File: src/rtl/cfg_pkg.sv
// rtl/cfg_pkg.sv - shared types and constants for the configuration chain loader
package cfg_pkg;

   typedef enum logic [1:0] {
      ST_IDLE  = 2'd0,
      ST_LOAD  = 2'd1,
      ST_CHECK = 2'd2,
      ST_DONE  = 2'd3
   } cfg_state_t;

   localparam logic [15:0] CRC_POLY = 16'h1021;
   localparam logic [15:0] CRC_INIT = 16'hFFFF;

   localparam int DEF_CHAIN_LEN = 256;
   localparam int DEF_WORD_W    = 32;

endpackage

File: src/rtl/cfg_crc16.sv
// rtl/cfg_crc16.sv - bit-serial CRC-16-CCITT, one data bit per enabled clock
module cfg_crc16
   import cfg_pkg::*;
(
   input  logic        clk,
   input  logic        nrst,
   input  logic        clr,
   input  logic        en,
   input  logic        din,
   output logic [15:0] crc
);

   logic [15:0] crc_q, crc_d;
   logic        fb;

   always_comb begin
      crc_d = crc_q;
      fb    = crc_q[15] ^ din;
      if (clr) begin
         crc_d = CRC_INIT;
      end else if (en) begin
         crc_d = {crc_q[14:0], 1'b0} ^ (fb ? CRC_POLY : 16'h0000);
      end
   end

   always_ff @(posedge clk or negedge nrst) begin
      if (!nrst) begin
         crc_q <= CRC_INIT;
      end else begin
         crc_q <= crc_d;
      end
   end

   assign crc = crc_q;

endmodule

File: src/rtl/cfg_chain_loader.sv
// rtl/cfg_chain_loader.sv - serialises config words MSB-first onto the fabric chain; CRC check under CFG_LOADER_CRC_EN
module cfg_chain_loader
   import cfg_pkg::*;
#(
   parameter int CHAIN_LEN = DEF_CHAIN_LEN,
   parameter int WORD_W    = DEF_WORD_W
) (
   input  logic              clk,
   input  logic              nrst,
   input  logic              start,
   input  logic              abort,
   input  logic [WORD_W-1:0] word_in,
   input  logic              word_valid,
   output logic              word_ready,
   output logic              busy,
   output logic              done,
   output logic              error,
   output logic              cfg_en,
   output logic              cfg_data
);

   localparam int BC_W     = $clog2(CHAIN_LEN + 1);
   localparam int WC_W     = $clog2(WORD_W + 1);
   localparam int LAST_R   = CHAIN_LEN % WORD_W;
   localparam int LAST_N   = (LAST_R == 0) ? WORD_W : LAST_R;
   localparam int LAST_SHL = WORD_W - LAST_N;

   localparam logic [BC_W-1:0] CHAIN_END = BC_W'(CHAIN_LEN);
   localparam logic [BC_W-1:0] LAST_BASE = BC_W'(CHAIN_LEN - LAST_N);
   localparam logic [WC_W-1:0] FULL_N    = WC_W'(WORD_W);
   localparam logic [WC_W-1:0] PART_N    = WC_W'(LAST_N);

   cfg_state_t        state_q, state_d;
   logic [WORD_W-1:0] sh_q, sh_d;
   logic [WC_W-1:0]   wbits_q, wbits_d;
   logic [BC_W-1:0]   loaded_q, loaded_d;
   logic [BC_W-1:0]   shifted_q, shifted_d;
   logic              cfg_en_q, cfg_en_d;
   logic              cfg_data_q, cfg_data_d;

   logic              hs, last_word, last_bit;
   logic [WORD_W-1:0] aligned;
   logic [WC_W-1:0]   word_n;

`ifdef CFG_LOADER_CRC_EN
   logic              error_q, error_d;
   logic              crc_clr;
   logic [15:0]       crc;

   cfg_crc16 u_crc (
      .clk  (clk),
      .nrst (nrst),
      .clr  (crc_clr),
      .en   (cfg_en_q),
      .din  (cfg_data_q),
      .crc  (crc)
   );
`endif

   // wbits_q counts the current word's bits still to finish, including the one on cfg_data
   always_comb begin
      word_ready = (state_q == ST_LOAD) && (loaded_q < CHAIN_END) && (wbits_q <= WC_W'(1));
`ifdef CFG_LOADER_CRC_EN
      word_ready = word_ready || (state_q == ST_CHECK);
`endif
   end

   assign hs        = word_valid && word_ready;
   assign last_word = (loaded_q == LAST_BASE);
   assign last_bit  = cfg_en_q && (shifted_q == CHAIN_END - BC_W'(1));
   assign aligned   = last_word ? (word_in << LAST_SHL) : word_in;
   assign word_n    = last_word ? PART_N : FULL_N;

   always_comb begin
      state_d    = state_q;
      sh_d       = sh_q;
      wbits_d    = wbits_q;
      loaded_d   = loaded_q;
      shifted_d  = shifted_q;
      cfg_en_d   = 1'b0;
      cfg_data_d = cfg_data_q;
`ifdef CFG_LOADER_CRC_EN
      error_d    = error_q;
      crc_clr    = 1'b0;
`endif
      if (cfg_en_q) begin
         if (shifted_q != CHAIN_END) shifted_d = shifted_q + BC_W'(1);
         if (wbits_q != '0)          wbits_d   = wbits_q - WC_W'(1);
      end

      case (state_q)
         ST_IDLE, ST_DONE: begin
            if (start) begin
               state_d   = ST_LOAD;
               sh_d      = '0;
               wbits_d   = '0;
               loaded_d  = '0;
               shifted_d = '0;
`ifdef CFG_LOADER_CRC_EN
               error_d   = 1'b0;
               crc_clr   = 1'b1;
`endif
            end
         end
         ST_LOAD: begin
            if (hs) begin
               cfg_en_d   = 1'b1;
               cfg_data_d = aligned[WORD_W-1];
               sh_d       = aligned << 1;
               wbits_d    = word_n;
               loaded_d   = loaded_q + BC_W'(word_n);
            end else if (wbits_q > WC_W'(1)) begin
               cfg_en_d   = 1'b1;
               cfg_data_d = sh_q[WORD_W-1];
               sh_d       = sh_q << 1;
            end
            if (last_bit) begin
`ifdef CFG_LOADER_CRC_EN
               state_d = ST_CHECK;
`else
               state_d = ST_DONE;
`endif
            end
         end
`ifdef CFG_LOADER_CRC_EN
         ST_CHECK: begin
            if (hs) begin
               state_d = ST_DONE;
               error_d = (word_in[15:0] != crc);
            end
         end
`endif
         default: state_d = ST_IDLE;
      endcase

      // abort wins over start and any handshake; the chain keeps its partial content
      if (abort) begin
         state_d    = ST_IDLE;
         sh_d       = '0;
         wbits_d    = '0;
         loaded_d   = '0;
         shifted_d  = '0;
         cfg_en_d   = 1'b0;
         cfg_data_d = 1'b0;
`ifdef CFG_LOADER_CRC_EN
         error_d    = 1'b0;
         crc_clr    = 1'b1;
`endif
      end
   end

   always_ff @(posedge clk or negedge nrst) begin
      if (!nrst) begin
         state_q    <= ST_IDLE;
         sh_q       <= '0;
         wbits_q    <= '0;
         loaded_q   <= '0;
         shifted_q  <= '0;
         cfg_en_q   <= 1'b0;
         cfg_data_q <= 1'b0;
      end else begin
         state_q    <= state_d;
         sh_q       <= sh_d;
         wbits_q    <= wbits_d;
         loaded_q   <= loaded_d;
         shifted_q  <= shifted_d;
         cfg_en_q   <= cfg_en_d;
         cfg_data_q <= cfg_data_d;
      end
   end

`ifdef CFG_LOADER_CRC_EN
   always_ff @(posedge clk or negedge nrst) begin
      if (!nrst) begin
         error_q <= 1'b0;
      end else begin
         error_q <= error_d;
      end
   end
   assign error = error_q;
`else
   assign error = 1'b0;
`endif

   assign busy     = (state_q == ST_LOAD) || (state_q == ST_CHECK);
   assign done     = (state_q == ST_DONE);
   assign cfg_en   = cfg_en_q;
   assign cfg_data = cfg_data_q;

endmodule

File: config.mk
export PLATFORM = sky130hd
export DESIGN_NAME = cfg_chain_loader
export DESIGN_NICKNAME = d
export VERILOG_FILES = /design/src/rtl/cfg_pkg.sv /design/src/rtl/cfg_crc16.sv /design/src/rtl/cfg_chain_loader.sv
export SDC_FILE = /design/constraint.sdc
export NUM_CORES = 1
export LEC_CHECK = 0
export ABC_AREA = 1
export CORE_UTILIZATION = 60
export CTS_CLUSTER_SIZE = 10
export DETAILED_ROUTE_END_ITERATION = 10
export GPL_TIMING_DRIVEN = 1
export HOLD_SLACK_MARGIN = 0.02
export PLACE_DENSITY_LB_ADDON = 0.25
export SLEW_MARGIN = 10
export SYNTH_ARGS = -nofsm -noshare
export SYNTH_HDL_FRONTEND = slang
export SYNTH_HIERARCHICAL = 1
export SYNTH_SLANG_ARGS = --single-unit
File: constraint.sdc
create_clock -name clk -period 2.8 [get_ports clk]
set_input_delay 0.42 -clock clk [delete_from_list [all_inputs] [get_ports clk]]
set_output_delay 0.42 -clock clk [all_outputs]
set_load 0.02 [all_outputs]
==> metrics <==
Post-synth ARST share between 90% and 100%; Core Util, Final a little over 70%; Post-CTS Resized 0; hold_buf cts 0; Synth Flop Type dfrtp_1; Core Area 0.00557 mm²; sequential fraction of the synthesis area 38.6%; most common cell in the netlist nand2_1; Crit. End Element output port; Rel. slew slack about 57%; Ys Warns 6; Sinks on Clock Net 54; initial antenna violation count 0; Routed WL around 7900 µm; flop and latch count out of synthesis 54; Synth Net Count about 550; Root Buffer clkbuf_8; post-route ant nets 0; dominant cell type by area after synthesis dfrtp_1; Final setup viols 0; Cell Rows 27; total power roughly 3200 µW; layout cells sized above 1 5.99%; Initial Utilization a little over three fifths; Tot GR Track Use 27.3%; leakage power ~0.0022 µW; Post-Syn Instances between 500 and 600; Layout area overhead 14.7%; Fin Setup TNS 0 ns; DRC Markers 0; H-tree depth 2; Die Width about 78 µm; post-synth cell types 29; EDFF count, synth 0; I/O Pins 43; post-synth top area share 38.6%; DR pass1 iterations 7; nets@finish approximately 580; CP cell instances inv_1, ha_1, inv_1, nand2_1, nand3_2, nor3_1, clkdlybuf4s50_1; register area roughly 0.0014 mm²; IO buf count 41; unrepaired setup endpoints after global routing false; Synth area leaders dfrtp_1 39%, nand2_1 15%, nand3_1 10%, nand4_1 6.4%, inv_1 6.2%; Post-synth top cells 142 x nand2_1, 73 x nand3_1, 58 x inv_1, 54 x dfrtp_1, 52 x nor2_1; Setup Fix Bufs, Post-CTS 0; area of the die 0.00614 mm²; actual slew at the worst max-slew pin 0.643 ns; minimum clock period 2.46 ns; Peak Freq around 400 MHz; Num CTS Buffers 5; vias between 3,000 and 4,000; reg2reg end sh_q[18]$_DFFE_PN0P_; DP HPWL 5340 µm; global route total overflow 0; first-pass GRT wire length 13,400 µm; critical path class register to output port; critical path launch point type register; CTS tree yes; largest net degree at the start of global routing 32; PwrDens between 700 and 800 mW/mm²; routability cong. roughly 0.86; Final Skew around 0.011 ns; Crit-path slowest cell clkdlybuf4s50_1; CP required about 2.4 ns; # fillers between 400 and 500; R2R Path Start state_q[0]$_DFFE_PN0P_; status finished clean; Clock transition at path regs about 0.1 ns; period utilisation layout between 80% and 90%; Max Slew Vio Count 0; DR WL/cell about 13 µm; VDD IR max 0.000610 V; DR iter-0 viols 264; clk_lat worst skew approximately 0.31 ns; reg2reg setup slack ~0.63 ns; CTS Buffer Depth 2; Worst path max stage delay about 0.63 ns; Critical Path AT slightly above 2 ns; Final Hold Viols 0; Crit path top cell by count inv_1; vias in the first global route 3,017; area occupied by multi-input gates around 0.0018 mm²; Ant. Diodes 0; Mapped Area roughly 0.0035 mm²; Die Ht between 70 and 80 µm; # Max-Cap Violations 0; R2R depth 9; syn avg cell area between 6 and 7 µm²; Crit Path Max Fanout 4; routed vias/inst approximately 5.5; Hold Crit Class input pin to asynchronous set/reset pin
## stage by stage
step	worst slack (ns)	hold slack [ns]	std cells	area, µm²
finish	0.336	0.129	606	4010
detailed placement	0.476	0.470	600	3930
CTS	0.334	0.147	606	4010
global route	0.233	0.164	606	4010
floorplan	1.07	0.124	507	3500
global placement	0.519	0.465	600	3930
## worst max-delay path: cells and delay by family, from the launching register on
| family | cells | cell delay [ns] |
|---|---|---|
| AND/OR/NAND/NOR | 3 | 0.36 |
| buffers and inverters | 3 | 0.77 |
| flip-flops | 1 | 0.43 |
| adder cells (fa/ha/maj) | 1 | 0.17 |
## cells by family after synthesis
logic type      Yosys count  synth area share, %
flops                    54                 38.6
other cells               1                0.107
xor+xnor                  8                 2.00
simple gates            322                 41.0
compound gates           21                 3.86
buf+inv                  91                 10.8
fa+ha+maj                10                 3.58
## layer usage
metal | up-vias | global-route usage, % | wire length (µm)
li1 | 1680 | - | -
met1 | 1543 | 35.7 | 3480
met2 | 103 | 47.1 | 3860
met3 | 16 | 4.07 | 418
met4 | 0 | 7.41 | 142
met5 | - | 0 | 0
## registers in the layout (all words and copies together) (netlist names)
name       count
sh_q          31
shifted_q      9
wbits_q        6
loaded_q       4
state_q        2
cfg_data       1
cfg_en         1
## how the worst max path moves through the flow
stage                           startpoint                    to  cells after the start
global route          wbits_q[0]$_DFF_PN0_            word_ready                      7
global placement                     abort  sh_q[16]$_DFFE_PN0P_                      8
floorplan           state_q[0]$_DFFE_PN0P_  sh_q[10]$_DFFE_PN0P_                     10
CTS                   wbits_q[0]$_DFF_PN0_            word_ready                      7
finish                wbits_q[0]$_DFF_PN0_            word_ready                      7
detailed placement                   abort  sh_q[18]$_DFFE_PN0P_                      8
## power by group
part	internal [µW]	switching, µW	leakage [µW]
logic	496	1200	0.00142
clock network	192	244	0.0000431
registers	929	141	0.000745
total	1620	1580	0.00221
## layout make-up
class / count / area share, %
Clock buffer: 6 / 2.06
Inverter: 61 / 5.70
Sequential cell: 54 / 33.7
Timing Repair Buffer: 51 / 12.3
Tap cell: 72 / 2.24
Multi-Input combinational cell: 362 / 44.0
## placed cells by master (no fill, tap or decap), types with 4 or more instances in the layout
master             n
ha_1              10
nand2_1          142
xor2_1             6
nor2_1            52
o21ai_1            4
a21oi_1            7
inv_1             58
buf_4              9
o21ai_0            4
nand4_1           36
clkbuf_8           6
nor3_1             9
clkdlybuf4s50_1   40
nand3_1           73
dfrtp_1           54
(Power assumes the default switching activity.)
